$ cat config.mk
export PLATFORM = sky130hd
export DESIGN_NAME = zeroheti_obi_arb
export DESIGN_NICKNAME = d
export VERILOG_FILES = /design/src/rtl/zeroheti_pkg.sv /design/src/rtl/zeroheti_id_fifo.sv /design/src/rtl/zeroheti_obi_arb.sv
export SDC_FILE = /design/constraint.sdc
export NUM_CORES = 1
export LEC_CHECK = 0
export CORE_AREA = 5 5 122 124
export DETAILED_ROUTE_END_ITERATION = 6
export DIE_AREA = 0 0 127 129
export PLACE_DENSITY_LB_ADDON = 0.15
export SYNTH_ARGS = -nofsm -noshare
export SYNTH_HDL_FRONTEND = slang
export SYNTH_SLANG_ARGS = --single-unit
$ cat constraint.sdc
create_clock -name clk_i -period 2 [get_ports clk_i]
set_input_delay 0.4 -clock clk_i [delete_from_list [all_inputs] [get_ports clk_i]]
set_output_delay 0.4 -clock clk_i [all_outputs]
set_load 0.005 [all_outputs]
$ cat src/rtl/zeroheti_pkg.sv
// zeroheti_pkg
//   Shared constants for the zeroheti OBI arbiter slice.
//   ObiArbMgrDbg / ObiArbMgrCore : manager lane indices (debug SBA, core fetch)
//   NumObiArbMgrs                : number of arbitrated managers
package zeroheti_pkg;

    localparam int unsigned ObiArbMgrDbg  = 0;
    localparam int unsigned ObiArbMgrCore = 1;
    localparam int unsigned NumObiArbMgrs = 2;

    // One bit is enough to name either of the two managers.
    typedef logic [0:0] obi_arb_mgr_t;

endpackage

$ cat src/rtl/zeroheti_id_fifo.sv
// zeroheti_id_fifo
//   Small FIFO that remembers which manager owns each outstanding OBI
//   transaction so responses can be routed back in grant order.
//   Ports:
//     clk_i, rst_i : clock, synchronous active-high reset
//     push_i/data_i: write an entry (ignored when full)
//     pop_i/data_o : drop the head entry (ignored when empty); data_o is head
//     full_o/empty_o: occupancy flags
module zeroheti_id_fifo #(
    parameter int unsigned Depth = 2,
    parameter int unsigned Width = 1
) (
    input  logic             clk_i,
    input  logic             rst_i,
    input  logic             push_i,
    input  logic [Width-1:0] data_i,
    input  logic             pop_i,
    output logic [Width-1:0] data_o,
    output logic             full_o,
    output logic             empty_o
);

    localparam int unsigned PtrW = (Depth > 1) ? $clog2(Depth) : 1;
    localparam int unsigned CntW = $clog2(Depth + 1);

    logic [Width-1:0] r_mem [Depth];
    logic [PtrW-1:0]  r_wptr;
    logic [PtrW-1:0]  r_rptr;
    logic [CntW-1:0]  r_count;

    logic w_push;
    logic w_pop;

    assign full_o  = (r_count == CntW'(Depth));
    assign empty_o = (r_count == '0);
    assign w_push  = push_i & ~full_o;
    assign w_pop   = pop_i & ~empty_o;
    assign data_o  = r_mem[r_rptr];

    always_ff @(posedge clk_i) begin
        if (rst_i) begin
            r_wptr  <= '0;
            r_rptr  <= '0;
            r_count <= '0;
        end else begin
            if (w_push) begin
                r_wptr <= (r_wptr == PtrW'(Depth - 1)) ? '0 : r_wptr + 1'b1;
            end
            if (w_pop) begin
                r_rptr <= (r_rptr == PtrW'(Depth - 1)) ? '0 : r_rptr + 1'b1;
            end
            case ({w_push, w_pop})
                2'b10:   r_count <= r_count + CntW'(1);
                2'b01:   r_count <= r_count - CntW'(1);
                default: r_count <= r_count;
            endcase
        end
    end

    // Storage needs no reset: occupancy alone decides what is valid.
    always_ff @(posedge clk_i) begin
        if (w_push) begin
            r_mem[r_wptr] <= data_i;
        end
    end

endmodule

$ cat src/rtl/zeroheti_obi_arb.sv
// zeroheti_obi_arb
//   Two-manager round-robin OBI arbiter in front of one shared subordinate.
//   Ports:
//     clk_i, rst_i            : clock, synchronous active-high reset
//     m_req_i..m_wdata_i      : per-manager address phase (0 = debug, 1 = core)
//     m_gnt_o                 : per-manager grant
//     m_rvalid_o/rdata/err    : per-manager response, routed by grant order
//     s_*                     : shared subordinate address/response phase
//     busy_o                  : a transaction is outstanding
//     stray_rsp_o             : response arrived with nothing outstanding
module zeroheti_obi_arb
    import zeroheti_pkg::*;
#(
    parameter int unsigned AddrWidth = 32,
    parameter int unsigned DataWidth = 32,
    parameter int unsigned MaxTrans  = 2
) (
    input  logic                                         clk_i,
    input  logic                                         rst_i,
    input  logic [NumObiArbMgrs-1:0]                     m_req_i,
    output logic [NumObiArbMgrs-1:0]                     m_gnt_o,
    input  logic [NumObiArbMgrs-1:0][AddrWidth-1:0]      m_addr_i,
    input  logic [NumObiArbMgrs-1:0]                     m_we_i,
    input  logic [NumObiArbMgrs-1:0][DataWidth/8-1:0]    m_be_i,
    input  logic [NumObiArbMgrs-1:0][DataWidth-1:0]      m_wdata_i,
    output logic [NumObiArbMgrs-1:0]                     m_rvalid_o,
    output logic [NumObiArbMgrs-1:0][DataWidth-1:0]      m_rdata_o,
    output logic [NumObiArbMgrs-1:0]                     m_err_o,
    output logic                                         s_req_o,
    input  logic                                         s_gnt_i,
    output logic [AddrWidth-1:0]                         s_addr_o,
    output logic                                         s_we_o,
    output logic [DataWidth/8-1:0]                       s_be_o,
    output logic [DataWidth-1:0]                         s_wdata_o,
    input  logic                                         s_rvalid_i,
    input  logic [DataWidth-1:0]                         s_rdata_i,
    input  logic                                         s_err_i,
    output logic                                         busy_o,
    output logic                                         stray_rsp_o
);

    obi_arb_mgr_t r_rr_ptr;
    obi_arb_mgr_t w_winner;
    obi_arb_mgr_t w_head;
    logic         w_full;
    logic         w_empty;
    logic         w_grant;
    logic         w_pop;

    // A lone requester wins outright; on contention the pointer decides.
    always_comb begin
        w_winner = r_rr_ptr;
        case (m_req_i)
            2'b01:   w_winner = obi_arb_mgr_t'(ObiArbMgrDbg);
            2'b10:   w_winner = obi_arb_mgr_t'(ObiArbMgrCore);
            default: w_winner = r_rr_ptr;
        endcase
    end

    // Full blocks new requests even if a response frees a slot this cycle.
    assign s_req_o   = (|m_req_i) & ~w_full & ~rst_i;
    assign w_grant   = s_req_o & s_gnt_i;
    assign s_addr_o  = m_addr_i[w_winner];
    assign s_we_o    = m_we_i[w_winner];
    assign s_be_o    = m_be_i[w_winner];
    assign s_wdata_o = m_wdata_i[w_winner];

    assign w_pop       = s_rvalid_i & ~w_empty & ~rst_i;
    assign stray_rsp_o = s_rvalid_i & w_empty & ~rst_i;
    assign busy_o      = ~w_empty;
    assign m_rdata_o   = {s_rdata_i, s_rdata_i};

    always_comb begin
        m_gnt_o            = '0;
        m_rvalid_o         = '0;
        m_err_o            = '0;
        m_gnt_o[w_winner]  = w_grant;
        m_rvalid_o[w_head] = w_pop;
        m_err_o[w_head]    = w_pop & s_err_i;
    end

    always_ff @(posedge clk_i) begin
        if (rst_i) begin
            r_rr_ptr <= obi_arb_mgr_t'(ObiArbMgrDbg);
        end else if (w_grant) begin
            r_rr_ptr <= ~w_winner;
        end
    end

    zeroheti_id_fifo #(
        .Depth (MaxTrans),
        .Width (1)
    ) u_id_fifo (
        .clk_i   (clk_i),
        .rst_i   (rst_i),
        .push_i  (w_grant),
        .data_i  (w_winner),
        .pop_i   (w_pop),
        .data_o  (w_head),
        .full_o  (w_full),
        .empty_o (w_empty)
    );

endmodule

Yosys cells after proc, flatten, opt, wreduce, memory -nomap -nowiden
Memories as Yosys holds them, arrays and structs flattened. A register that Yosys moved wholly into a read port is not among the register bits.
Cells that the tools add are included.
- bits in registers: 5
- memory bits (writable): 2
- logic and storage cells: 60
- memories kept: 1
- memory list (memory ; words ; width ; read ports ; clocked after memory_dff ; wr ports ; RTL line ; source):
    u_id_fifo.r_mem ; 2 ; 1 ; 1 ; 1 ; 1 ; zeroheti_id_fifo.sv:26 ; logic [Width-1:0] r_mem [Depth];
- $add $sub $neg: 4
- order comparisons: 4
- equality and inequality tests: 5
- multiplexer cells: 20
- bitwise operators: 17
- reductions and logical operators: 5
- operators with widths (kind ; number):
    32-bit 2-to-1 mux ; 4
    1-bit bitwise AND ; 10
    1-bit 2-to-1 mux ; 10
    4-bit 2-to-1 mux ; 2
    2-bit bitwise AND ; 3
    2-bit == test (second input constant) ; 3
    2-bit by 1-bit == test with 1-bit output (second input constant) ; 2
    1-bit by 2-bit < comparator with 1-bit output (second input constant) ; 2
    1-bit NOT ; 4
    2-bit one-hot mux with 2 select lines ; 1
    1-bit adder (second input constant) ; 2
    2-bit by 1-bit adder with 2-bit output (second input constant) ; 1
    1-bit demux with 1-bit select ; 2
    1-bit >= comparator (second input constant) ; 2
    1-bit logical AND ; 2
    2-bit logical NOT ; 1
    1-bit one-hot mux with 2 select lines ; 1
    2-bit nonzero test ; 1
    2-bit OR reduction ; 1
    2-bit by 1-bit subtractor with 2-bit output (second input constant) ; 1

Longest topological paths before layout
Gate-level depths: netlist of run 1.
- word-level depth: 8
- gate-level depth with buffers: 8
- mapped depth without buffers: 8

By module
A second synthesis of run 1 with hierarchy kept.
- cell total of the unflattened synthesis: 191
- area, all modules: 1786.7 µm²
- by module, submodules not included (module ; instances ; cells an instance ; area each (µm²)):
    zeroheti_obi_arb ; 1 ; 162 ; 1491.4
    zeroheti_id_fifo ; 1 ; 29 ; 295.3

Worst setup path after synthesis of run 1
No wires, ideal clock.
- kind: input to register
- start: in m_req_i[0]
- end: reg u_id_fifo.r_count[1]
- library setup time: 0.070 ns
- data arrival time: 2.033 ns
- slack: -0.102 ns
- stages on the path: 7
- path buffers: 1
- cell sequence: inv_1 ha_1 or4b_4 buf_6 ha_1 or3_1 a21oi_1
- cells in the longest elaborated chain, start to end: 7
- ends and longest elaborated chain (element ; RTL line ; source):
    from (decl) ; zeroheti_obi_arb.sv:20 ; input logic [NumObiArbMgrs-1:0] m_req_i,
    2-bit OR reduction (*) ; zeroheti_obi_arb.sv:61 ; assign s_req_o = (|m_req_i) & ~w_full & ~rst_i;
    1-bit bitwise AND (*) (2 in a row) ; zeroheti_obi_arb.sv:61 ;
    1-bit bitwise AND (*) ; zeroheti_obi_arb.sv:62 ; assign w_grant = s_req_o & s_gnt_i;
    1-bit bitwise AND (*) ; zeroheti_id_fifo.sv:36 ; assign w_push = push_i & ~full_o;
    2-bit by 1-bit == test with 1-bit output / 2-bit == test (equally long branches) ; zeroheti_id_fifo.sv:52 ; case ({w_push, w_pop})
    2-bit one-hot mux with 2 select lines / 2-bit nonzero test (equally long branches) ; n/a ;
    to (signal assigned) ; zeroheti_id_fifo.sv:53 ; 2'b10: r_count <= r_count + CntW'(1);
    to (signal assigned) ; zeroheti_id_fifo.sv:54 ; 2'b01: r_count <= r_count - CntW'(1);
    to (signal assigned) ; zeroheti_id_fifo.sv:55 ; default: r_count <= r_count;
    to (decl) ; zeroheti_id_fifo.sv:29 ; logic [CntW-1:0] r_count;
Mark *: on every way between the ends. The rest lies on a longest branch, timed or not.
A chain may end at the register's enable or synchronous reset.

Worst setup path in the final report of run 1
- start: in m_req_i[0]
- end: out s_we_o
- cells in the longest elaborated chain, start to end: 4
- ends and longest elaborated chain (element ; RTL line ; source):
    2-bit == test / 2-bit by 1-bit == test with 1-bit output (equally long branches) ; zeroheti_obi_arb.sv:53 ; case (m_req_i)
    1-bit one-hot mux with 2 select lines (*) ; zeroheti_obi_arb.sv:53 ;
    1-bit 2-to-1 mux (not written as such) (*) (2 in a row) ; zeroheti_obi_arb.sv:64 ; assign s_we_o = m_we_i[w_winner];
    to (decl) ; zeroheti_obi_arb.sv:32 ; output logic s_we_o,
Mark *: on every way between the ends. The rest lies on a longest branch, timed or not. The select of a mux whose other input is x is not followed.

==> results of run 1 <==
==> Yosys cell counts (all sizes together) <==
master,n
inv,5
and3,3
xor2,1
ha,3
xnor2,1
nand2b,4
nor2,8
buf,66
dfxtp,6
mux2,1
nand2,207
o21ai,2
or3,2
nor3,1
nor2b,1
a21oi,3
clkbuf,14
or4b,1
mux2i,4
edfxtp,2
==> worst paths after layout <==
check	slack [ns]	endpoint	from
max	-0.19	s_we_o	m_req_i[0]
min	0.49	u_id_fifo.r_wptr	u_id_fifo.r_wptr
max reg2reg	0.14	u_id_fifo.r_count[1]	u_id_fifo.r_count[1]
min reg2reg	0.49	u_id_fifo.r_wptr	u_id_fifo.r_wptr
==> final cells by class <==
cell class / instances / area [sq um] / share of cell area, %
repair buffers: 276 / 2736 / 57.95
multi-input cells: 242 / 1456 / 30.84
well taps: 180 / 225.2 / 4.769
flip-flops and latches: 8 / 181.4 / 3.842
clock buffers: 3 / 75.07 / 1.590
inverters: 5 / 36.28 / 0.7684
repair inverters: 1 / 11.26 / 0.2385
==> kinds of logic (layout without fill, tap and decap cells) <==
group,after synthesis,in the layout,synth area share [%]
flip-flops,8,8,10.13
multiplexers,5,5,3.096
adder cells (fa/ha/maj),3,3,2.111
AND/OR/NAND/NOR,227,227,49.96
AO/OA/AOI/OAI,5,5,1.407
XOR/XNOR,2,2,0.9854
buffers and inverters,85,285,32.30
==> layer usage <==
metal | GRT usage [%] | vias up
li1 | - | 1352
met1 | 12.97 | 1170
met2 | 22.38 | 157
met3 | 4.276 | 7
met4 | 1.451 | 0
met5 | 0 | -
==> report_power, final <==
part           switching, W  leakage, nW  total (W)  internal, W
clock             0.0000774       0.0370   0.000335     0.000258
sequential        0.0000102       0.0682   0.000193     0.000183
combinational      0.000634         2.23    0.00157     0.000933
==> metrics by stage <==
step	power (W)	util [%]	setup slack [ns]	hold WS, ns
after floorplan	0.0006485	-	0.01470	0.4461
after global placement	0.001379	28.22	-0.9943	0.4712
after detailed placement	0.001371	28.22	-0.9780	0.4978
after CTS	0.002024	32.70	-0.2533	0.5047
after global routing	0.002246	34.55	-0.2516	0.5319
final	0.002095	34.55	-0.1945	0.4903
==> what timing repair did <==
item	in CTS	in global routing
pin swaps	60	57
buffers inserted	33	4
hold buffers	0	0
resized for setup	380	123
endpoints found under the setup margin	79	76
gates cloned	11	2
==> results.yml, run 1 <==
run_status:
  status: "finished, violations left"
  violations: "negative setup slack"
yosys:
  syn-num-nets: 515
  synth.area.top_cells: "nand2_1 (44%), buf_4 (27%), dfxtp_1 (6.8%)"
  synth_top_area_share_pct: 43.70
  syn_inst: 335
  synth_seq_cells: 8
  ys_seq_area_share_pct: 10.13
  synth.avg_cell_area_sq_um: 5.307
  synth_cell_type_count: 23
  yosys.area.top_type: "nand2_1"
  syn-cell-area_sq_um: 1778
  yosys_warnings: 0
setup_path:
  reg2reg_depth: 7
  crit_required_ns: 1.60
  crit_fanout: 5
  critPathSlowestCell: "ha_4"
  crit_chain: "buf_6 > inv_4 > ha_4 > mux2i_4 > buf_6 > buf_8 > inv_12 > buf_12 > buf_8 > nand2_2 > nand2_2 > buf_6"
  critPathTopFamily: "buffers and inverters"
  path_buf_inv: 8
  cp-end-kind: "output pin"
  cp_common_cell: "buf_6"
  timing.critical_path.slowest_cell_delay_ns: 0.26
  cp.depth: 12
  cp.arrival_ns: 1.79
  cp-start-kind: "primary input"
  critPathKind: "primary input to output pin"
routing:
  remaining_drc_errors: 0
  route.final.wire_length_um: 10860
  drtIter0Drc: 36
  wl_per_cell_um: 15.19
  top_layer: "met4"
  routed_via_density: 3.757
  dr_wl_met2_um: 5865
  wl_met3_um: 945
  num_vias: 2686
  drt-met1-wl_um: 3979
  final_antenna_net_count: 0
  first_pass_iters: 4
clock_network:
  clkTransAtPathRegs_ns: 0.04
  clkLatencyLatePin_ns: 0.23
  clock_sinks: 8
  cts_buffer_depth: 2
  cts_tree: "done"
  cts_max_level: 1
  root_buffer: "clkbuf_16"
  cts-buffers-inserted: 3
timing:
  period_needed_ns: 2.195
  hold_violations: 0
  slew_headroom_pct: 85.05
  finalCritPeriodShare_pct: 109.7
  tightest_slew_ns: 0.2219
  setup_viol: 71
  rsz0062_at_grt: "yes"
  finalMaxSlewViolations: 0
  setup_ws_ns: -0.1945
  setup_tns_ns: -9.700
  finalClockSkew_ns: 0.0006944
  fmax_ghz: 0.4557
placed_design:
  gp_congestion: 0.7661
  hpwl_um: 7718
  place_area_sq_um: 3856
  numPlacedInstances: 672
  portBuffers: 222
grt:
  gr-total-overflow: 0
  antenna_found_initial: 0
  grt_pass1_vias: 2743
  grt_max_degree: 15
  track_usage_pct: 11.81
  grt_pass1_wl_um: 15190
finish:
  layout_commonest_cell: "clkdlybuf4s50_1"
  antenna_cells: 0
  syn2layout_area_growth_pct: 165.6
  drive_gt1_share_pct: 46.36
  final_cell_area_sq_um: 4722
  instances_no_fill: 715
  final_cell_mix: "clkdlybuf4s50_1 (141), nand2_1 (107), nand2_2 (77)"
  nNetsFinal: 717
  fill_cells: 1497
floorplanning:
  core_sq_um: 13670
  dieArea_sq_um: 16380
  die_h_um: 129
  row_count: 43
  die_x_um: 127
  io_pins: 319
  start_util_pct: 13.01
power_and_ir_drop:
  ir_drop_v: 0.0002025
  power.static_leakage_nw: 2.330
  power_density_nw_per_um2: 443.6
worst_hold_path:
  hold_class: "flop to flop"
  hold_depth: 1
job:
  maxCapViolCount: 0
No activity file was read; power rests on OpenSTA's default activity.
==> run 2, diff against run 1 <==
--- a/config.mk
+++ b/config.mk
@@ -8,7 +8,7 @@
 export CORE_AREA = 5 5 122 124
 export DETAILED_ROUTE_END_ITERATION = 6
 export DIE_AREA = 0 0 127 129
-export PLACE_DENSITY_LB_ADDON = 0.15
+export PLACE_DENSITY = 0.68
 export SYNTH_ARGS = -nofsm -noshare
 export SYNTH_HDL_FRONTEND = slang
 export SYNTH_SLANG_ARGS = --single-unit
==> results.yml, run 2 (synthesis results as in run 1) <==
grt:
  grt_pass1_vias: 3017
  antenna_found_initial: 0
  gr-total-overflow: 0
  grt_max_degree: 11
  grt_pass1_wl_um: 17220
  track_usage_pct: 13.62
job:
  maxCapViolCount: 0
floorplanning:
  start_util_pct: 13.01
  die_x_um: 127
  row_count: 43
  core_sq_um: 13670
  die_h_um: 129
  io_pins: 319
  dieArea_sq_um: 16380
timing:
  hold_slack_ns: 0.4953
  setup_viol: 71
  tightest_slew_ns: 0.2539
  setup_ws_ns: -0.3115
  hold_violations: 0
  fmax_ghz: 0.4326
  rsz0062_at_grt: "yes"
  slew_headroom_pct: 82.89
  finalMaxSlewViolations: 0
  finalCritPeriodShare_pct: 115.6
  finalClockSkew_ns: 0.002611
  period_needed_ns: 2.312
routing:
  route.final.wire_length_um: 12190
  final_antenna_net_count: 0
  wl_per_cell_um: 16.74
  drtIter0Drc: 69
  routed_via_density: 3.838
  remaining_drc_errors: 0
  num_vias: 2794
  first_pass_iters: 4
clock_network:
  cts_tree: "done"
  clkTransAtPathRegs_ns: 0.04
  clkLatencyLatePin_ns: 0.24
  root_buffer: "clkbuf_16"
  cts_max_level: 1
  cts_buffer_depth: 2
  cts-buffers-inserted: 3
  ctsHoldBuffers: 0
  clock_sinks: 8
setup_path:
  setup.worst_path.start: "m_req_i[1]"
  r2r_start: "u_id_fifo.r_count[1]"
  critPathKind: "primary input to output pin"
  crit_fanout: 8
  r2r_end: "u_id_fifo.r_count[1]"
  cp-end-kind: "output pin"
  reg2reg_depth: 7
  ff2ff_setup_slack_ns: 0.10
  cp-start-kind: "primary input"
  crit_required_ns: 1.60
  critPathCapture: "s_addr_o[19]"
  cp.arrival_ns: 1.91
finish:
  final_cell_mix: "clkdlybuf4s50_1 (141), nand2_1 (105), nand2_2 (74)"
  syn2layout_area_growth_pct: 184.4
  final_cell_area_sq_um: 5056
  drive_gt1_share_pct: 47.26
  nNetsFinal: 729
  fill_cells: 1426
  fin_util_pct: 37.00
  layout_commonest_cell: "clkdlybuf4s50_1"
  antenna_cells: 0
placed_design:
  hpwl_um: 7340
  portBuffers: 222
  place_area_sq_um: 3849
  gp_congestion: 0.7293
power_and_ir_drop:
  ir_drop_v: 0.0002263
  power.static_leakage_nw: 2.505
  power_density_nw_per_um2: 462.6
run_status:
  status: "finished, violations left"
  violations: "negative setup slack"
worst_hold_path:
  hold_class: "flop to flop"
==> run 2: how the worst min path moves through the flow <==
stage / cells after the start / endpoint / startpoint / slack (ns)
2_1_floorplan: 1 / u_id_fifo.r_wptr / u_id_fifo.r_wptr / 0.45
3_3_place_gp: 1 / u_id_fifo.r_wptr / u_id_fifo.r_wptr / 0.46
3_5_place_dp: 1 / u_id_fifo.r_wptr / u_id_fifo.r_wptr / 0.49
4_1_cts: 1 / u_id_fifo.r_wptr / u_id_fifo.r_wptr / 0.50
5_1_grt: 1 / u_id_fifo.r_wptr / u_id_fifo.r_wptr / 0.53
6_report: 1 / u_id_fifo.r_wptr / u_id_fifo.r_wptr / 0.50
==> run 2: per-layer routing <==
metal | track usage, % | vias up | part of all wire [%]
met1 | 16.96 | 1245 | 41
met5 | 0 | - | 0
met4 | 2.587 | 0 | 0.98
li1 | - | 1379 | -
met2 | 23.13 | 154 | 48
met3 | 4.566 | 16 | 9.2
==> run 2: what timing repair did <==
action,CTS,global route
endpoints found under the setup margin,79,77
gates cloned,15,1
pin swaps,116,21
gates resized for setup,459,52
setup buffers,33,6
==> run 2: cell type report <==
class	count	area, sq um	area share (%)
clock buffers	4	78.83	1.559
inverters	5	40.04	0.7919
multi-input cells	242	1479	29.25
flip-flops and latches	8	180.2	3.563
well taps	180	225.2	4.454
repair buffers	288	3033	59.99
repair inverters	1	20.02	0.3959
==> run 2: worst max-delay path, stage by stage <==
cell     delay (ns)
buf_8          0.08
inv_4          0.03
ha_4           0.26
mux2i_4        0.28
buf_12         0.15
buf_12         0.14
inv_16         0.05
buf_12         0.14
buf_12         0.14
nand2_4        0.06
nand2_4        0.05
buf_6          0.11
==> run 2: stage by stage <==
| stage | std cells | power, W | setup WS [ns] | TNS, ns |
|---|---|---|---|---|
| 2_1_floorplan | 335 | 0.0006485 | 0.01470 | 0 |
| 3_3_place_gp | 671 | 0.001369 | -0.9911 | -67.32 |
| 3_5_place_dp | 671 | 0.001373 | -0.9899 | -66.96 |
| 4_1_cts | 723 | 0.002254 | -0.2829 | -14.23 |
| 5_1_grt | 728 | 0.002489 | -0.3446 | -19.69 |
| 6_report | 728 | 0.002339 | -0.3115 | -16.76 |
==> run 2: power by group <==
group / internal, W / total (W) / switching [W]
combinational: 0.00107 / 0.00179 / 0.000720
clock: 0.000266 / 0.000354 / 0.0000879
sequential: 0.000182 / 0.000191 / 0.00000912
total: 0.00152 / 0.00234 / 0.000817
==> run 3, diff against run 2 <==
--- a/config.mk
+++ b/config.mk
@@ -5,10 +5,10 @@
 export SDC_FILE = /design/constraint.sdc
 export NUM_CORES = 1
 export LEC_CHECK = 0
-export CORE_AREA = 5 5 122 124
+export CORE_AREA = 2 2 122 124
 export DETAILED_ROUTE_END_ITERATION = 6
-export DIE_AREA = 0 0 127 129
-export PLACE_DENSITY = 0.68
+export DIE_AREA = 0 0 124 126
+export PLACE_DENSITY = 0.65
 export SYNTH_ARGS = -nofsm -noshare
 export SYNTH_HDL_FRONTEND = slang
 export SYNTH_SLANG_ARGS = --single-unit
==> results.yml, run 3 (synthesis results as in run 1) <==
clock_network:
  clock_sinks: 8
  cts_max_level: 1
  cts_tree: "done"
  clkTransAtPathRegs_ns: 0.04
  cts-buffers-inserted: 3
  root_buffer: "clkbuf_16"
  clkLatencyLatePin_ns: 0.23
  cts_buffer_depth: 2
setup_path:
  cp-end-kind: "output pin"
  cp.arrival_ns: 1.84
  cp-start-kind: "primary input"
  reg2reg_depth: 7
  crit_required_ns: 1.60
  critPathKind: "primary input to output pin"
  r2r_start: "u_id_fifo.r_count[1]"
  r2r_end: "u_id_fifo.r_count[1]"
  ff2ff_setup_slack_ns: 0.05
  crit_fanout: 7
timing:
  setup_viol: 70
  period_needed_ns: 2.244
  tightest_slew_ns: 0.2199
  hold_violations: 0
  rsz0062_at_grt: "yes"
  finalCritPeriodShare_pct: 112.2
  fmax_ghz: 0.4456
  finalMaxSlewViolations: 0
  finalClockSkew_ns: 0.003140
  setup_ws_ns: -0.2444
  slew_headroom_pct: 85.18
  setup_tns_ns: -13.47
worst_hold_path:
  hold_class: "flop to flop"
  hold_depth: 1
  holdCritStartpoint: "u_id_fifo.r_wptr"
  min_to: "u_id_fifo.r_wptr"
routing:
  num_vias: 2726
  wl_per_cell_um: 14.06
  final_antenna_net_count: 0
  route.final.wire_length_um: 10160
  first_pass_iters: 6
  remaining_drc_errors: 0
  routed_via_density: 3.770
  drtIter0Drc: 55
grt:
  track_usage_pct: 12.33
  grt_max_degree: 13
  antenna_found_initial: 0
  grt_pass1_wl_um: 15020
  grt_pass1_vias: 2723
  gr-total-overflow: 0
finish:
  nNetsFinal: 720
  instances_no_fill: 723
  syn2layout_area_growth_pct: 169.2
  antenna_cells: 0
  layout_commonest_cell: "clkdlybuf4s50_1"
  drive_gt1_share_pct: 44.16
  final_cell_mix: "clkdlybuf4s50_1 (141), nand2_1 (117), nand2_2 (77)"
run_status:
  status: "finished, violations left"
  violations: "negative setup slack"
placed_design:
  numPlacedInstances: 680
  hpwl_um: 6430
  portBuffers: 222
  gp_congestion: 0.7469
power_and_ir_drop:
  power.static_leakage_nw: 2.360
  power_density_nw_per_um2: 453.6
  ir_drop_v: 0.0002509
floorplanning:
  row_count: 44
  io_pins: 319
  dieArea_sq_um: 15620
  die_h_um: 126
  core_sq_um: 14310
  die_x_um: 124
  start_util_pct: 12.42
job:
  maxCapViolCount: 0
==> run 3: cell types whose count changed in the layout (fill, tap and decap cells not counted), sizes merged <==
cell / change
buf: -11
clkbuf: +3
inv: -1
==> run 3: timing repair <==
action	4_1_cts	5_1_grt
cloned	12	2
resized for setup	404	72
endpoints found under the setup margin	81	75
pin swaps	61	29
buffers inserted	25	3
hold buffers	0	0
==> run 3: per-stage QoR <==
stage          hold slack, ns  utilization (%)  cell area, sq um  setup slack, ns  power [W]
2_1_floorplan          0.4461                -              1793          0.01470  0.0006485
5_1_grt                0.5170            33.44              4786          -0.3142   0.002325
4_1_cts                0.4906            31.97              4576          -0.3216   0.002093
3_3_place_gp           0.4626            27.19              3891          -0.9832   0.001371
3_5_place_dp           0.4765            27.19              3891          -0.9842   0.001374
6_report               0.4925            33.44              4786          -0.2444   0.002171
==> run 3: cell type report <==
| class | instances | area (sq um) |
|---|---|---|
| well taps | 184 | 230.2 |
| inverters | 5 | 40.04 |
| clock buffers | 4 | 78.83 |
| flip-flops and latches | 8 | 180.2 |
| multi-input cells | 242 | 1368 |
| fillers | 1509 | 9528 |
| repair buffers | 280 | 2889 |
==> run 3: worst max path at each step <==
| stage | from | endpoint |
|---|---|---|
| global placement | m_req_i[1] | s_addr_o[2] |
| finish | m_req_i[0] | s_be_o[0] |
| detailed placement | m_req_i[1] | s_wdata_o[26] |
| CTS | m_req_i[0] | s_addr_o[16] |
| global route | m_req_i[0] | s_addr_o[17] |
| floorplan | m_req_i[0] | u_id_fifo.r_count[1] |
==> run 3: power by group <==
group / leakage [nW] / internal (W) / switching [W]
clock: 0.0382 / 0.000266 / 0.0000790
combinational: 2.25 / 0.000996 / 0.000639
sequential: 0.0678 / 0.000182 / 0.00000955
==> run 3: critical path, stage by stage <==
cell and delay (ns):
buf_6 0.08, inv_4 0.03, ha_4 0.26, mux2i_4 0.26
buf_12 0.14, buf_12 0.11, inv_16 0.05, buf_16 0.14
buf_12 0.14, nand2_1 0.06, nand2_1 0.04, buf_2 0.12
==> run 3: layer usage <==
layer	wire [um]	global-route usage, %
met1	4311	16.61
met2	4716	19.84
met3	990	3.125
met4	146	2.512
met5	0	0
